--- src/rtl/uart_pkg.sv ---
// Shared constants for the buffered UART transmitter port.
// Register offsets, STATUS layout, serializer states, divisor floor.
package uart_pkg;

  localparam logic [1:0] OFF_TXDATA  = 2'd0;
  localparam logic [1:0] OFF_STATUS  = 2'd1;
  localparam logic [1:0] OFF_BAUDDIV = 2'd2;
  localparam logic [1:0] OFF_RSVD    = 2'd3;

  localparam int ST_FULL  = 0;
  localparam int ST_EMPTY = 1;
  localparam int ST_BUSY  = 2;
  localparam int ST_OVF   = 3;
  localparam int ST_CNT   = 8;

  localparam logic [15:0] MIN_DIV = 16'd2;

  typedef enum logic [1:0] {
    S_IDLE  = 2'd0,
    S_START = 2'd1,
    S_DATA  = 2'd2,
    S_STOP  = 2'd3
  } tx_state_e;

  function automatic logic [15:0] clamp_div(
    input logic [15:0] v
  );
    return (v < MIN_DIV) ? MIN_DIV : v;
  endfunction

endpackage

--- src/rtl/uart_tx_buffered_port_fifo.sv ---
// Parameterised synchronous FIFO with occupancy count.
// Head is read combinationally; a push is seen only after its edge.
module sync_fifo_param #(
  parameter int WIDTH = 8,
  parameter int DEPTH = 8,
  localparam int AW = $clog2(DEPTH),
  localparam int CW = AW + 1
) (
  input  logic             clk,
  input  logic             rst,
  input  logic             push,
  input  logic             pop,
  input  logic [WIDTH-1:0] din,
  output logic [WIDTH-1:0] dout,
  output logic             full,
  output logic             empty,
  output logic [CW-1:0]    count
);

  logic [WIDTH-1:0] mem_q [DEPTH];
  logic [AW-1:0]    wr_q, wr_d;
  logic [AW-1:0]    rd_q, rd_d;
  logic [CW-1:0]    cnt_q, cnt_d;
  logic             do_push;
  logic             do_pop;

  assign full  = (cnt_q == CW'(DEPTH));
  assign empty = (cnt_q == '0);
  assign count = cnt_q;
  assign dout  = mem_q[rd_q];

  // A full FIFO still takes a push when the head leaves on the same edge.
  assign do_pop  = pop & ~empty;
  assign do_push = push & (~full | do_pop);

  always_comb begin
    wr_d  = wr_q;
    rd_d  = rd_q;
    cnt_d = cnt_q;
    if (do_push) wr_d = wr_q + AW'(1);
    if (do_pop)  rd_d = rd_q + AW'(1);
    cnt_d = cnt_q + CW'(do_push) - CW'(do_pop);
  end

  always_ff @(posedge clk or negedge rst) begin
    if (!rst) begin
      wr_q  <= '0;
      rd_q  <= '0;
      cnt_q <= '0;
    end else begin
      wr_q  <= wr_d;
      rd_q  <= rd_d;
      cnt_q <= cnt_d;
    end
  end

  always_ff @(posedge clk) begin
    if (do_push) mem_q[wr_q] <= din;
  end

endmodule

--- src/rtl/uart_tx_buffered_port.sv ---
// Memory-mapped UART transmitter: register decode, divisor,
// overflow flag and the start/data/stop serializer.
module uart_tx_buffered_port
  import uart_pkg::*;
#(
  parameter int          DATA_LENGTH = 32,
  parameter int          FIFO_DEPTH  = 8,
  parameter logic [15:0] DEFAULT_DIV = 16'd434
) (
  input  logic                   clk,
  input  logic                   rst,
  input  logic [DATA_LENGTH-1:0] Address,
  input  logic [DATA_LENGTH-1:0] DataIn,
  output logic [DATA_LENGTH-1:0] DataOut,
  input  logic                   Select,
  input  logic                   Write,
  output logic                   tx,
  output logic [7:0]             tx_data,
  output logic                   busy
);

  localparam int CW = $clog2(FIFO_DEPTH) + 1;

  logic [1:0]    off;
  logic          wr_en;
  logic          push;
  logic          pop;
  logic          f_full;
  logic          f_empty;
  logic [7:0]    f_dout;
  logic [CW-1:0] f_count;
  logic          unused_bits;

  logic [15:0] div_q, div_d;
  logic        ovf_q, ovf_d;

  tx_state_e   state_q, state_d;
  logic [15:0] cnt_q, cnt_d;
  logic [2:0]  bit_q, bit_d;
  logic [7:0]  shift_q, shift_d;
  logic [7:0]  txd_q, txd_d;
  logic [15:0] fdiv_q, fdiv_d;
  logic        tx_q, tx_d;
  logic        last;
  logic        load;

  logic [DATA_LENGTH-1:0] status;
  logic [DATA_LENGTH-1:0] rdata;

  assign off   = Address[3:2];
  assign wr_en = Select & Write;
  assign push  = wr_en & (off == OFF_TXDATA);

  assign unused_bits = ^{Address[DATA_LENGTH-1:4],
                         Address[1:0],
                         DataIn[DATA_LENGTH-1:16]};

  sync_fifo_param #(
    .WIDTH (8),
    .DEPTH (FIFO_DEPTH)
  ) u_fifo (
    .clk   (clk),
    .rst   (rst),
    .push  (push),
    .pop   (pop),
    .din   (DataIn[7:0]),
    .dout  (f_dout),
    .full  (f_full),
    .empty (f_empty),
    .count (f_count)
  );

  always_comb begin
    div_d = div_q;
    ovf_d = ovf_q;
    if (wr_en && off == OFF_BAUDDIV)
      div_d = clamp_div(DataIn[15:0]);
    if (wr_en && off == OFF_STATUS && DataIn[ST_OVF])
      ovf_d = 1'b0;
    // A dropped byte outranks a clear on the same edge.
    if (push && f_full && !pop)
      ovf_d = 1'b1;
  end

  always_comb begin
    state_d = state_q;
    cnt_d   = cnt_q;
    bit_d   = bit_q;
    shift_d = shift_q;
    txd_d   = txd_q;
    fdiv_d  = fdiv_q;
    tx_d    = tx_q;
    pop     = 1'b0;
    load    = 1'b0;
    last    = (cnt_q == fdiv_q - 16'd1);
    unique case (state_q)
      S_IDLE: begin
        tx_d = 1'b1;
        load = ~f_empty;
      end
      S_START: begin
        if (last) begin
          cnt_d   = '0;
          bit_d   = '0;
          tx_d    = shift_q[0];
          state_d = S_DATA;
        end else begin
          cnt_d = cnt_q + 16'd1;
        end
      end
      S_DATA: begin
        if (last) begin
          cnt_d = '0;
          if (bit_q == 3'd7) begin
            tx_d    = 1'b1;
            state_d = S_STOP;
          end else begin
            bit_d   = bit_q + 3'd1;
            shift_d = {1'b0, shift_q[7:1]};
            tx_d    = shift_q[1];
          end
        end else begin
          cnt_d = cnt_q + 16'd1;
        end
      end
      S_STOP: begin
        if (last) begin
          cnt_d   = '0;
          state_d = S_IDLE;
          load    = ~f_empty;
        end else begin
          cnt_d = cnt_q + 16'd1;
        end
      end
      default: state_d = S_IDLE;
    endcase
    // Frame start: divisor is frozen here for the whole frame.
    if (load) begin
      pop     = 1'b1;
      shift_d = f_dout;
      txd_d   = f_dout;
      fdiv_d  = div_q;
      cnt_d   = '0;
      tx_d    = 1'b0;
      state_d = S_START;
    end
  end

  always_ff @(posedge clk or negedge rst) begin
    if (!rst) begin
      div_q   <= DEFAULT_DIV;
      ovf_q   <= 1'b0;
      state_q <= S_IDLE;
      cnt_q   <= '0;
      bit_q   <= '0;
      shift_q <= '0;
      txd_q   <= '0;
      fdiv_q  <= DEFAULT_DIV;
      tx_q    <= 1'b1;
    end else begin
      div_q   <= div_d;
      ovf_q   <= ovf_d;
      state_q <= state_d;
      cnt_q   <= cnt_d;
      bit_q   <= bit_d;
      shift_q <= shift_d;
      txd_q   <= txd_d;
      fdiv_q  <= fdiv_d;
      tx_q    <= tx_d;
    end
  end

  assign tx      = tx_q;
  assign tx_data = txd_q;
  assign busy    = (state_q != S_IDLE);

  always_comb begin
    status               = '0;
    status[ST_FULL]      = f_full;
    status[ST_EMPTY]     = f_empty;
    status[ST_BUSY]      = busy;
    status[ST_OVF]       = ovf_q;
    status[ST_CNT +: CW] = f_count;
  end

  always_comb begin
    rdata = '0;
    if (Select) begin
      unique case (1'b1)
        (off == OFF_STATUS):  rdata = status;
        (off == OFF_BAUDDIV): rdata[15:0] = div_q;
        default: rdata = '0;
      endcase
    end
  end

  assign DataOut = rdata;

endmodule

--- config.mk ---
export PLATFORM = sky130hd
export DESIGN_NAME = uart_tx_buffered_port
export DESIGN_NICKNAME = d
export VERILOG_FILES = /design/src/rtl/uart_pkg.sv /design/src/rtl/uart_tx_buffered_port_fifo.sv /design/src/rtl/uart_tx_buffered_port.sv
export SDC_FILE = /design/constraint.sdc
export NUM_CORES = 1
export LEC_CHECK = 0
export BUFFER_PORTS_ARGS = -buffer_cell sky130_fd_sc_hd__buf_2
export CAP_MARGIN = 20
export CORE_MARGIN = 2
export CORE_UTILIZATION = 55
export CTS_BUF_LIST = sky130_fd_sc_hd__clkbuf_8
export DETAILED_ROUTE_END_ITERATION = 7
export PLACE_DENSITY = 0.77
export SLEW_MARGIN = 10
export SYNTH_ARGS = -nofsm -noshare
export SYNTH_HDL_FRONTEND = slang
export SYNTH_HIERARCHICAL = 1
export SYNTH_SLANG_ARGS = --single-unit
--- constraint.sdc ---
create_clock -name clk -period 7.15 [get_ports clk]
set_clock_uncertainty 0.15 [all_clocks]
set_input_delay 0.3575 -clock clk [delete_from_list [all_inputs] [get_ports clk]]
set_output_delay 0.3575 -clock clk [all_outputs]
set_load 0.01 [all_outputs]
==> flow_summary.yaml <==
outcome:
  outcome: "complete, no violations"
yosys:
  synth_top_area_share_pct: 25.57
  ys.flop_type: "dfrtp_1"
  synth_edf_count: 64
  yosys-top-cells-area: "edfxtp_1 (26%), dfrtp_1 (23%), mux4_1 (5.6%)"
  synth_warnings: 6
  ys_seq_elements: 145
  ys_seq_area_share_pct: 52.72
  ys_async_sr_fraction_pct: 55.86
  synthCells: 608
  synth.largest_area_cell: "edfxtp_1"
  avgSynthCellArea_um2: 12.36
  syn_area_um2: 7516
  synth.distinct_cells: 71
floorplanning:
  die-area_um2: 14620
  rows: 42
  die-width_um: 120.9
  core_um2: 13300
  start_util_pct: 56.53
  fp.dieH_um: 120.9
  io_pins: 110
worst_setup_path:
  crit_chain: "nor4_1, nand4b_1, or3_1, a221oi_1, nand4_4, and2_4, clkinv_4, nor2b_1, nor2_1, nor3_1, buf_4"
  critPathTopFamily: "simple AND/OR/NAND/NOR gates"
  critical_path_arrival_ns: 4.86
  crit_type: "flop to flop"
  critPathLaunchType: "flop"
  crit_buf_inv: 2
  required_ns: 7.18
  cp_slowest_cell: "nor3_1"
  critPathCaptureType: "flop"
  worst_path_largest_cell_delay_ns: 0.55
  cp_max_fo: 24
sta:
  max_slew_margin_pct: 38.40
  final.min_clock_period_ns: 4.833
  finalMaxSlewViolations: 0
  tns_ns: 0
  worst_pin_slew_ns: 0.9219
  setup_viol: 0
  grt_setup_unrepaired: "no"
  max_clock_freq_mhz: 206.9
  timing.final.crit_share_pct: 67.60
  holdWs_ns: 0.05667
  finalHoldViolCount: 0
cts:
  cts_resized: 0
  post_cts_buffers: 0
  htree_levels: 4
  path_clk_slew_ns: 0.08
  numClockSinks: 145
  cts_tree: "yes"
  cts_root_buf: "clkbuf_8"
  cts.path.max_buffers: 2
  clk-insertion-delay-late_ns: 0.47
  cts_buffers: 17
  cts_hold_repair.buffers: 9
cells_and_area:
  fin_cells: 854
  syn_to_final_growth_pct: 11.32
  nets: 753
  antennaDiodeCount: 0
  drive_above_1_share_pct: 21.39
route:
  dr.pass1.iters: 5
  wl_per_cell_um: 18.79
  drt_wl_total_um: 16040
  drt-vias-per-instance: 6.098
  drc: 0
  vias: 5208
  ant_nets: 0
  drtIter0Drc: 412
placed_design:
  gp_congestion: 0.9168
  dp_hpwl_um: 10790
  io_buffers: 47
  numPlacedInstances: 811
job:
  cap_viol_max_count: 0
pwr:
  p_leak_nw: 3.669
  peakVddDrop_uv: 196.8
  power_density_nw_per_um2: 227.6
global_route:
  grt_max_degree: 82
  grt_pass1_wl_um: 26010
  grt.overflow.total: 0
  first_global_vias: 5025
  grt.total_usage_pct: 23.34
  antenna_found_initial: 0
min_path:
  hp-class: "input port to flop"
==> metrics by stage <==
stage	utilization, %	setup WS [ns]	total power, W	instance area (um^2)
3_3_place_gp	58.86	2.447	0.001216	7825
3_5_place_dp	58.86	2.361	0.001232	7825
2_1_floorplan	-	2.656	0.001156	7572
4_1_cts	62.67	2.336	0.001913	8332
5_1_grt	62.93	1.974	0.001983	8367
6_report	62.93	2.317	0.001904	8367
==> worst paths after layout <==
check / startpoint / endpoint / slack (ns) / depth (start not counted)
max in group asynchronous: rst / div_q[4] / 5.96 / 3
hold reg to reg: tx_data[0] / tx_data[0] / 0.34 / 1
setup / recovery: fdiv_q[0] / u_fifo/mem_q[3][0] / 2.32 / 11
min in group asynchronous: rst / cnt_q[9] / 0.24 / 2
setup reg to reg: fdiv_q[0] / u_fifo/mem_q[3][0] / 2.32 / 11
hold / removal: DataIn[1] / div_q[1] / 0.06 / 3
==> Yosys cell counts (3+ instances only) <==
cell	instances
nand4_1	26
o211ai_1	4
nand3_1	28
or3_1	6
o21ai_1	3
xnor2_1	9
nand4b_1	4
mux2i_1	12
nand2_1	27
edfxtp_1	64
nand2b_1	5
buf_1	3
a21oi_1	27
o21ai_0	4
mux2_2	24
a31o_1	3
xor2_1	14
dfrtp_1	70
mux2_1	19
mux2_4	4
and2_1	3
a22oi_1	8
nor2_1	33
buf_6	5
dfstp_2	11
a211o_1	3
or2_2	6
mux4_1	16
a31oi_1	3
and3_1	17
inv_1	23
nor3_1	13
clkbuf_1	20
buf_4	16
or4_1	4
o31ai_1	3
ha_1	19
nor4_1	10
==> layout by cell type (no fill, tap or decap), types with 19 or more instances in the layout <==
| cell type | instances |
|---|---|
| a21oi_1 | 27 |
| buf_2 | 46 |
| dfrtp_1 | 70 |
| edfxtp_1 | 64 |
| ha_1 | 19 |
| inv_1 | 25 |
| mux2_1 | 19 |
| mux2_2 | 24 |
| nand2_1 | 27 |
| nand3_1 | 28 |
| nand4_1 | 26 |
| nor2_1 | 33 |
==> cell families (layout without fill, tap and decap cells) <==
family          count (synthesis)  after routing  share of synthesized area, %
fa+ha+maj                      20             20                         3.429
other cells                     1             16                       0.04989
xor+xnor                       23             23                         2.680
compound gates                 80             80                         7.392
flops                         145            145                         52.72
mux                            75             75                         14.43
buf+inv                        70            125                         5.094
simple gates                  194            194                         14.20
==> tightest hold or removal path, cell delays in order <==
cell and delay [ns]:
buf_2 0.18, inv_1 0.08, a21oi_1 0.05
==> per-layer routing <==
metal	GRT usage (%)	up-vias	share of wire, %
met3	5.686	29	6.0
li1	-	2384	-
met1	31.14	2616	43
met5	0	-	0
met2	37.71	179	49
met4	7.776	0	1.7
==> layout make-up <==
type / count / area, um^2
clock inverter: 15 / 182.7
multi-input combinational: 408 / 3227
inverter: 24 / 95.09
sequential: 145 / 3963
timing repair buffer: 69 / 445.4
fill: 999 / 4928
tap: 176 / 220.2
clock buffer: 17 / 234.0
==> power by group <==
part | total, W | internal (W) | leakage, nW | switching (W)
Combinational | 0.000228 | 0.000106 | 1.88 | 0.000122
Clock | 0.000681 | 0.000350 | 0.216 | 0.000331
Sequential | 0.000996 | 0.000935 | 1.57 | 0.0000610
==> state kept, by name (all words and copies together) (netlist names) <==
signal and cells:
u_fifo/rd_q 3, tx_data 8, shift_q 8, state_q 2, bit_q 3, u_fifo/mem_q 64, cnt_q 16, ovf_q 1
tx 1, u_fifo/count 4, div_q 16, fdiv_q 16, u_fifo/wr_q 3
Note: power is estimated with default switching activity, not from simulation.
